==> config.mk <==
export PLATFORM = sky130hd
export DESIGN_NAME = fetch_pc_gen
export DESIGN_NICKNAME = d
export VERILOG_FILES = /design/src/rtl/fetch_pkg.sv /design/src/rtl/fetch_stat_cnt.sv /design/src/rtl/fetch_pc_gen.sv
export SDC_FILE = /design/constraint.sdc
export NUM_CORES = 1
export LEC_CHECK = 0
export ABC_AREA = 1
export CORE_MARGIN = 4
export CORE_UTILIZATION = 34
export CTS_BUF_LIST = sky130_fd_sc_hd__clkbuf_4 sky130_fd_sc_hd__clkbuf_8
export DETAILED_ROUTE_END_ITERATION = 10
export DONT_BUFFER_PORTS = 1
export GPL_ROUTABILITY_DRIVEN = 0
export PLACE_DENSITY = 0.56
export SLEW_MARGIN = 20
export SYNTH_ARGS = -nofsm -noshare
export SYNTH_HDL_FRONTEND = slang
export SYNTH_SLANG_ARGS = --single-unit
==> constraint.sdc <==
create_clock -name clk -period 4.4 [get_ports clk]
set_input_delay 0.88 -clock clk [delete_from_list [all_inputs] [get_ports clk]]
set_output_delay 0.88 -clock clk [all_outputs]
set_load 0.05 [all_outputs]
==> src/rtl/fetch_pkg.sv <==
// ============================================================================
// Module      : fetch_pkg
// Description : Shared types, constants and helpers for the fetch PC generator.
// Revision    : 1.0 - initial release
// ============================================================================
`default_nettype none

package fetch_pkg;

    typedef enum logic [1:0] {
        ST_RESET = 2'd0,
        ST_BOOT  = 2'd1,
        ST_RUN   = 2'd2
    } fetch_state_e;

    localparam logic [63:0] c_DEFAULT_RESET_PC = 64'h0;

    // Mask that clears the sub-instruction address bits; 2-byte steps keep bit 1.
    function automatic logic [63:0] align_mask(input int inst_bytes);
        return (inst_bytes == 2) ? ~64'd1 : ~64'd3;
    endfunction

endpackage

`default_nettype wire

==> src/rtl/fetch_stat_cnt.sv <==
// ============================================================================
// Module      : fetch_stat_cnt
// Description : CNT_W-bit wrapping statistics counter with enable and sync clear.
// Revision    : 1.0 - initial release
// ============================================================================
`default_nettype none

module fetch_stat_cnt #(
    parameter int CNT_W = 32
) (
    input  logic             clk,
    input  logic             i_clr,
    input  logic             i_inc,
    output logic [CNT_W-1:0] o_cnt
);

    logic [CNT_W-1:0] r_cnt;

    always_ff @(posedge clk) begin
        if (i_clr) begin
            r_cnt <= '0;
        end else if (i_inc) begin
            r_cnt <= r_cnt + 1'b1;
        end
    end

    assign o_cnt = r_cnt;

endmodule

`default_nettype wire

==> src/rtl/fetch_pc_gen.sv <==
// ============================================================================
// Module      : fetch_pc_gen
// Description : Fetch address generator with reset vector, stall, redirect and
//               statistics counters. Optional misaligned-redirect reporting is
//               enabled by defining FETCH_MISALIGN_CHECK_EN.
// Revision    : 1.0 - initial release
// ============================================================================
`default_nettype none

module fetch_pc_gen
    import fetch_pkg::*;
#(
    parameter int              XLEN       = 32,
    parameter logic [XLEN-1:0] RESET_PC   = XLEN'(c_DEFAULT_RESET_PC),
    parameter int              INST_BYTES = 4,
    parameter int              CNT_W      = 32
) (
    input  logic             clk,
    input  logic             reset,
    input  logic             stall,
    input  logic             redirect_v,
    input  logic [XLEN-1:0]  redirect_pc,
    output logic [XLEN-1:0]  pc_p,
    output logic [XLEN-1:0]  pc_i,
    output logic             inst_v_i,
    output logic [CNT_W-1:0] fetch_cnt,
    output logic [CNT_W-1:0] redir_cnt,
    output logic             fetch_err,
    output logic [XLEN-1:0]  err_pc
);

    localparam logic [63:0]     c_MASK64 = align_mask(INST_BYTES);
    localparam logic [XLEN-1:0] c_MASK   = c_MASK64[XLEN-1:0];
    localparam logic [XLEN-1:0] c_INC    = XLEN'(INST_BYTES);

    fetch_state_e    r_state;
    fetch_state_e    w_state;
    logic [XLEN-1:0] r_pc_i;
    logic            r_inst_v;
    logic [XLEN-1:0] w_pc_next;
    logic [XLEN-1:0] w_redir_aligned;
    logic            w_run;
    logic            w_accept;
    logic            w_redir_take;

    // The registered state already reads BOOT in the first cycle after reset
    // drops, so that cycle forces the boot address and the next one is RUN.
    always_ff @(posedge clk) begin
        if (reset) begin
            r_state <= ST_BOOT;
        end else begin
            case (r_state)
                ST_BOOT: r_state <= ST_RUN;
                ST_RUN:  r_state <= ST_RUN;
                default: r_state <= ST_BOOT;
            endcase
        end
    end

    assign w_state         = reset ? ST_RESET : r_state;
    assign w_run           = (w_state == ST_RUN);
    assign w_redir_aligned = redirect_pc & c_MASK;
    assign w_accept        = w_run && r_inst_v && !stall;
    assign w_redir_take    = w_run && redirect_v;

    always_comb begin
        w_pc_next = r_pc_i + c_INC;
        if (!w_run) begin
            w_pc_next = RESET_PC;
        end else if (redirect_v) begin
            w_pc_next = w_redir_aligned;
        end else if (stall && r_inst_v) begin
            w_pc_next = r_pc_i;
        end
    end

    always_ff @(posedge clk) begin
        r_pc_i   <= w_pc_next;
        r_inst_v <= !reset;
    end

    assign pc_p     = w_pc_next;
    assign pc_i     = r_pc_i;
    assign inst_v_i = r_inst_v;

    fetch_stat_cnt #(
        .CNT_W (CNT_W)
    ) u_fetch_cnt (
        .clk   (clk),
        .i_clr (reset),
        .i_inc (w_accept),
        .o_cnt (fetch_cnt)
    );

    fetch_stat_cnt #(
        .CNT_W (CNT_W)
    ) u_redir_cnt (
        .clk   (clk),
        .i_clr (reset),
        .i_inc (w_redir_take),
        .o_cnt (redir_cnt)
    );

`ifdef FETCH_MISALIGN_CHECK_EN
    logic            r_fetch_err;
    logic [XLEN-1:0] r_err_pc;
    logic            w_misalign;

    assign w_misalign = w_redir_take && (redirect_pc != w_redir_aligned);

    always_ff @(posedge clk) begin
        if (reset) begin
            r_fetch_err <= 1'b0;
            r_err_pc    <= '0;
        end else begin
            r_fetch_err <= w_misalign;
            if (w_misalign) begin
                r_err_pc <= redirect_pc;
            end
        end
    end

    assign fetch_err = r_fetch_err;
    assign err_pc    = r_err_pc;
`else
    assign fetch_err = 1'b0;
    assign err_pc    = '0;
`endif

endmodule

`default_nettype wire

==> reports/qor.txt <==
status -> finished clean
Top Ports -> 198
fillers -> 1870
First-pass DRT Iterations -> 5
worst stage delay on the critical path -> 0.82 ns
share of cells above drive strength 1 -> 7.568%
Worst IR Drop VDD -> 0.1304 mV
row count -> 47
cell family with most CP delay -> compound AO/OA/AOI/OAI gates
crit path cell chain -> buf_4 -> ha_1 -> inv_1 -> a21oi_1 -> nand3_1 -> nor3_1 -> nor2_1 -> o21ai_1
Clock transition at path regs -> 0.10 ns
Die ar. -> 19460 µm²
Final TNS setup -> 0 ns
largest cells by area after synthesis -> dfxtp_1 (34%), nand2_1 (19%), nor2_1 (10%), inv_1 (7.8%), nand3_1 (4.8%)
WP data arrival -> 2.83 ns
cts bufs inserted -> 9
Reg area -> 1982 µm²
period utilization -> 84.42%
Buf/Inv on CP -> 2
GR Util met3 -> 4.768%
largest net degree at the start of global routing -> 48
core area -> 16760 µm²
DP Worst Slack -> 0.8316 ns
Die Wd -> 139.5 µm
vias in the first global route -> 5228
number of remaining DRC errors -> 0
worst hold path type -> input port to flop
kind of critical path -> flop to output port
max_cap viols -> 0
Slew Limit Fails -> 0
final worst setup slack -> 0.6854 ns
sequential fraction of the synthesis area -> 33.72%
library cells used by synthesis -> 37
Final Hold Fails -> 0
grt met2 use -> 28.12%
Leak -> 0.002522 µW
WL/cell -> 14.07 µm
H-tree depth -> 3
top-area cell type share of the netlist area -> 33.72%
grt peak-use layer -> met2
CP Capture Type -> output port
final setup fails -> 0
CP Max Fanout -> 5
post-synth top area cell -> dfxtp_1
Layout Nets -> 1025
CTS tree -> built
most frequent cell after synthesis -> nand2_1
RSZ-0062 raised after global routing -> false
vias per cell -> 4.690
actual slew at the worst max-slew pin -> 1.022 ns
area delta synth->final -> 10.09%
power per cell area -> 274.6 nW/µm²
CTS Buffer Depth -> 2
PortBufs -> 0
ant diodes -> 0
antenna violations before repair -> 0
Die Y -> 139.5 µm
relative slew slack -> 31.42%
Mean Syn Cell Area -> 6.129 µm²
Worst Path Required -> 3.52 ns
area of the multi-input gates -> 3241 µm²
Setup Fix Bufs, Post-CTS -> 0
clk_lat worst skew -> 0.39 ns
mapped cell area -> 5878 µm²
Syn Inst Count -> 959
total power -> 1777 µW
dpl cells -> 1195
most common library cells after synthesis -> nand2_1 (305), nor2_1 (156), inv_1 (122)
Post-synth ARST share -> 0%
most used flip-flop cell after synthesis -> dfxtp_1
Post-CTS Resized -> 0
Antenna Nets Post-Route -> 0
M1 GR Usage -> 22.00%
Starting Density -> 35.07%
CTS root buffer -> clkbuf_8
Yosys Warn Count -> 0
fin cells -> 1211
routed wire length -> 17040 µm
total track usage -> 17.19%
Setup crit start kind -> flop
post-cts hold buffer count -> 0
fmax -> 0.2692 GHz
post-DP HPWL -> 13330 µm
Initial DRC Count -> 337
Layout Skew -> 0.009176 ns
GRT overflow -> 0
Critical Path Slowest Stage Cell -> o21ai_1
clock sinks -> 99
vias -> 5680
first-pass GRT wire length -> 27380 µm
Yosys reg bits -> 99
Post-synth EDFFs -> 0
min Tclk post-route -> 3.715 ns
## worst reg2reg max path: stages (launching register included)
cell and delay [ns]:
dfxtp_1 0.32, buf_4 0.21, ha_1 0.21, inv_1 0.04, a21oi_1 0.33, nand3_1 0.22
nor3_1 0.23, nor2_1 0.07, o21ai_1 0.82
## per-layer routing
metal | wire (µm) | part of all wire [%] | up-vias
li1 | - | - | 2990
met1 | 7649 | 45 | 2533
met2 | 7836 | 46 | 145
met3 | 1321 | 7.8 | 12
met4 | 236 | 1.4 | 0
met5 | 0 | 0 | -
## through the flow
stage | hold WS [ns] | util [%] | instance area, µm²
final | 0.5572 | 38.61 | 6471
after global routing | 0.5176 | 38.61 | 6471
after CTS | 0.5212 | 38.61 | 6471
after detailed placement | 0.5716 | 37.22 | 6237
after global placement | 0.5575 | 37.22 | 6237
after floorplan | 0.5297 | - | 5998
## final timing paths
| kind | start | to | slack, ns | depth (start not counted) |
|---|---|---|---|---|
| setup / recovery | pc_i[2] | pc_p[22] | 0.69 | 8 |
| hold / removal | reset | u_fetch_cnt.o_cnt[12] | 0.56 | 1 |
| setup reg to reg | pc_i[2] | pc_i[22] | 1.75 | 8 |
| hold reg to reg | r_state[0] | r_state[0] | 0.58 | 2 |
## sequential cells by signal (all words and copies together) (netlist names)
register,flops
pc_i,32
u_fetch_cnt.o_cnt,32
u_redir_cnt.o_cnt,32
r_state,2
inst_v_i,1
## logic make-up (layout without fill, tap and decap cells)
kind of cell | after synthesis | in the layout | synth area share [%]
xor+xnor | 3 | 3 | 0.4471
buf+inv | 172 | 172 | 13.20
other cells | 1 | 33 | 0.06380
flops | 99 | 99 | 33.72
fa+ha+maj | 3 | 3 | 0.6386
simple gates | 579 | 579 | 42.61
compound gates | 102 | 102 | 9.323
## report_power, final
| group | total [µW] | internal (µW) | leakage, µW | switching [µW] |
|---|---|---|---|---|
| sequential | 929 | 904 | 0.000799 | 25.1 |
| combinational | 151 | 22.9 | 0.00160 | 128 |
| clock | 697 | 355 | 0.000120 | 342 |
| total | 1780 | 1280 | 0.00252 | 496 |
## area by class of cell
type	instances	share of cell area (%)
inverter	125	7.251
sequential	99	30.63
clock inverter	5	1.276
multi-input combinational	720	50.08
tap	220	4.254
timing repair buffer	31	4.176
clock buffer	11	2.340
## cell usage in the layout, fill, tap and decap left out, types with 3 or more instances in the layout
cell and instances:
a21oi_1 41, buf_12 3, buf_4 28, clkbuf_8 11, conb_1 33, dfxtp_1 99
ha_1 3, inv_1 122, inv_2 3, nand2_1 305, nand2_2 5, nand3_1 56
nand4_1 22, nor2_1 156, nor2_2 4, nor2_4 6, nor2_8 3, nor3_1 10
o21a_1 4, o21ai_0 33, o21ai_1 15, o21bai_1 4
(Power assumes the default switching activity.)
==> patch 1: new RTL, same flow settings <==
Re-encode `fetch_state_e` (3 states) as one-hot, 3 bits wide.
--- a/src/rtl/fetch_pkg.sv
+++ b/src/rtl/fetch_pkg.sv
@@ -9,6 +9,6 @@
 
-    typedef enum logic [1:0] {
-        ST_RESET = 2'd0,
-        ST_BOOT  = 2'd1,
-        ST_RUN   = 2'd2
+    typedef enum logic [2:0] {
+        ST_RESET = 3'b001,
+        ST_BOOT  = 3'b010,
+        ST_RUN   = 3'b100
     } fetch_state_e;
Behaviour: same outputs for any inputs over 4 cycles, from zero or initial values and one cycle with reset high; so few cycles prove little.
==> patch 1 against the unedited design <==
Setup slack better by 87 ps. Total power fell by 1.2%. Core utilization decreased by 0.93 points. Cell area fell by 3.4%. Sequential cell count stayed put. Final cell count shrank 2.8%. Clock skew is 2.3 ps higher. Area after synthesis shrank 1.8%. Critical endpoint is now pc_p[25]. Via count decreased by 2.7%. Global-route usage shrank 0.22 points. Routed wire length down 2.4%.
==> patch 1: results (changes against the unedited design) <==
leakage 2.442 nW (-3.2%); top cells by area, synth dfxtp_1 34%, nand2_1 19%, nor2_1 9.8%; hold depth 2 (+1); Worst EP arrival 2750 ps (-80 ps); # clk buffers 10 (-1); Fillers 1,834 (-1.9%); HPWL Detailed 12.85 mm (-3.6%); critical path startpoint pc_i[7]$_DFF_P_; hold crit path type flip-flop to flip-flop; register area share after synthesis 34.35% (+0.63 points); Worst VDD drop 0.1294 mV (-0.81%); Clk pwr share 38.5% (-0.7 points); status completed; Clock buf/inv share 3.584% (-0.031 points); per-cell routed wire length 14.13 µm (+0.43%); largest net degree at the start of global routing 52 (+8.3%); Post-Synth Adder-Cell Area 0.6505% (+0.012 points); FF-to-FF Start pc_i[7]$_DFF_P_; FF-to-FF End pc_i[25]$_DFF_P_; Logic pwr share 8.7% (+0.2 points); sequential share of cell area 31.72% (+1.1 points); Final Skew 11.49 ps (+2.310 ps); actual slew at the worst max-slew pin 1020 ps (-1.717 ps); Total GRT Usage 16.97% (-0.22 points); count of multi-input gates 697 (-3.2%); P_int 0.001262 W (-1.6%); Metal-1 WL 7.090 mm (-7.3%); GR met3 Demand/Resource 6.319% (+1.6 points); Non-CTS buffers 22 (-29%); crit path capture pc_p[25]; vias in the first global route 4,998 (-4.4%); placed cells 1,162 (-2.8%); multi-input combinational area share 50.12% (about the same); Synth Area in XOR/XNOR 1.062% (+0.62 points); nonclk inv count 124 (-0.80%); Synth Area in Compound Gates 8.955% (-0.37 points); CP delay by family, top simple AND/OR/NAND/NOR gates; layout cell share with drive strength beyond 1 7.001% (-0.57 points); Global Route met1 Usage 20.49% (-1.5 points); Hold Crit Start r_state[1]$_SDFF_PP1_; area share of buffers outside the clock network 2.643% (-1.5 points); Starting DRT DRC Count 284 (-16%); first-pass GRT wire length 26.68 mm (-2.5%); Via-to-Cell Ratio 4.697 (+0.14%)
-- patch 1: changes by cell type in the layout (fill, tap and decap cells not counted), sizes merged, moves of 4 or more --
cell and delta:
nand2 -18, nand4 -13, nand3 +10, buf -9, o21ai -7, nor2 -6, nor3 +6, a21oi +5
o21a -4, o21bai -4, xor2 +4
-- patch 1: metrics by stage --
stage | total power (W) | setup slack, ps | util [%] | hold slack (ps) | instance area, µm²
2_1_floorplan | 0.001104 | 658.1 | - | 459.3 | 5891
3_5_place_dp | 0.001101 | 953.0 | 36.33 | 481.2 | 6025
6_report | 0.001755 | 772.7 | 37.68 | 499.5 | 6248
5_1_grt | 0.001834 | 544.9 | 37.68 | 511.3 | 6248
3_3_place_gp | 0.001101 | 976.6 | 36.33 | 478.0 | 6025
4_1_cts | 0.001796 | 742.9 | 37.68 | 507.9 | 6248
==> patch 2: new RTL, same settings <==
Made on the original files. The option `FETCH_MISALIGN_CHECK_EN` is turned on by a define.
--- a/src/rtl/fetch_pc_gen.sv
+++ b/src/rtl/fetch_pc_gen.sv
@@ -8,2 +8,4 @@
 `default_nettype none
+
+`define FETCH_MISALIGN_CHECK_EN
 
Function: changed (Yosys sat finds a counterexample within 4 cycles, from zero or initial values and one cycle with reset high).
==> patch 2 against the unedited design <==
Sequential power up 36%. Critical path depth decreased by 2. Count of clock-buffer cells in the layout is 9 higher. Highest routed layer unchanged. Setup slack gained 38 ps. Clock power grew 75%. Total power grew 46%. Core utilization increased by 1.5 points. Cell area grew 17%. Routed wire length grew 24%. Synthesized cell count grew 5.1%. Sequential cell count rose by 33. Non-clock buffer count rose by 5. Sequential share of layout area increased by 4.2 points. Area after synthesis up 12%.
==> patch 2: results (changes against the unedited design) <==
Nets 1,079 (+5.3%); Syn Nets around 1,000; leakage 2.911 nW (+15%); DP Area 0.007112 mm² (+14%); Clock transition at path regs 80 ps (-20 ps); Post-Synth Adder-Cell Area 0.5701% (-0.068 points); HPWL Detailed 16.15 mm (+21%); H-tree depth 4 (+1); status completed; Final Skew 13.59 ps (+4.418 ps); fraction of synthesized area in multiplexers 0% (unchanged); Post-Place Setup Slack 894.4 ps (+62.81 ps); register area share after synthesis 40.14% (+6.4 points); total CTS buffers 17 (+8); post-synth cell types 41 (+11%); Via-to-Cell Ratio 4.826 (+2.9%); layout cell share with drive strength beyond 1 9.022% (+1.5 points); Synth Area in XOR/XNOR 1.064% (+0.62 points); Total GRT Usage 19.07% (+1.9 points); post-cts resize count 0 (unchanged); most instantiated cells after synthesis 243 x nand2_1, 194 x nor2_1, 132 x dfxtp_1, 120 x inv_1, 69 x nand3_1; # port buffers 0 (unchanged); per-cell routed wire length 16.09 µm (+14%); Avg Cell Area, Syn 6.532 µm² (+6.6%); initial antenna violation count 0 (unchanged); top cells by area, synth dfxtp_1 40%, nand2_1 14%, nor2_1 11%; hold crit path type primary input to flip-flop; Synth Area in Compound Gates 10.53% (+1.2 points); via count 6,336 (+12%); Ys Warns 0 (unchanged); Slew headroom 29.74% (-1.7 points); largest net degree at the start of global routing 78 (+63%); Post-CTS Setup Inserts 0 (unchanged); Worst VDD drop 0.1694 mV (+30%); First-pass DRT Iterations 5 (unchanged); root buf cell clkbuf_8; placed cells 1,281 (+7.2%); Starting DRT DRC Count 220 (-35%); vias in the first global route 5,898 (+13%); CP max FO 5 (unchanged); first-pass GRT wire length 32.81 mm (+20%); CTS max path bufs 2 (unchanged); n_diodes 0 (unchanged); Skew-Pair Late Insertion Delay 450 ps (+60 ps)
==> patch 2: cell types whose count changed after synthesis, moves of 5 or more <==
cell      delta
o21ai_0     +22
a21oi_1      -7
nand3_1     +13
xor2_1       +5
nand2_1     -62
nand4_1     +10
nor3_1      +11
and2_1       +5
buf_4       -31
dfxtp_1     +33
nor2_1      +38
nor2_2       +5
clkbuf_1     +6
==> patch 2: layout make-up <==
class | instances | area [µm²]
Tap cell | 260 | 325.3
Sequential cell | 132 | 2643
Fill cell | 2077 | 11310
Clock buffer | 20 | 269.0
Multi-Input combinational cell | 732 | 3382
Timing Repair Buffer | 36 | 307.8
Clock inverter | 12 | 201.4
Inverter | 121 | 454.2
==> patch 2: per-layer routing <==
metal / share of wire [%] / up-vias / global-route usage [%]
met5: 0 / - / 0
met4: 2.5 / 0 / 6.943
met3: 11 / 26 / 8.637
met2: 46 / 205 / 31.50
met1: 40 / 2805 / 21.79
li1: - / 3300 / -
==> patch 2: worst paths after layout <==
check | from | endpoint | slack (ps) | cells past startpoint
max | pc_i[8]$_DFF_P_ | pc_p[22] | 720 | 6
max reg2reg | r_state[1]$_SDFF_PP0_ | err_pc[5]$_SDFFE_PP0P_ | 1830 | 8
min | reset | u_fetch_cnt.o_cnt[31]$_SDFFE_PP0P_ | 490 | 1
min reg2reg | r_state[0]$_SDFF_PP1_ | r_state[0]$_SDFF_PP1_ | 520 | 2
==> patch 2: where the power goes <==
group	switching, W	internal, W	leakage [nW]
clock network	0.000512	0.000713	0.233
logic	0.0000789	0.0000291	1.61
registers	0.0000516	0.00121	1.07
==> patch 2: critical path, stage by stage, from the launching register on <==
cell	delay [ps]
dfxtp_1	730
nand2_1	180
nor2_1	200
nand3_2	120
nor3_1	250
nor2_1	70
o21ai_1	810
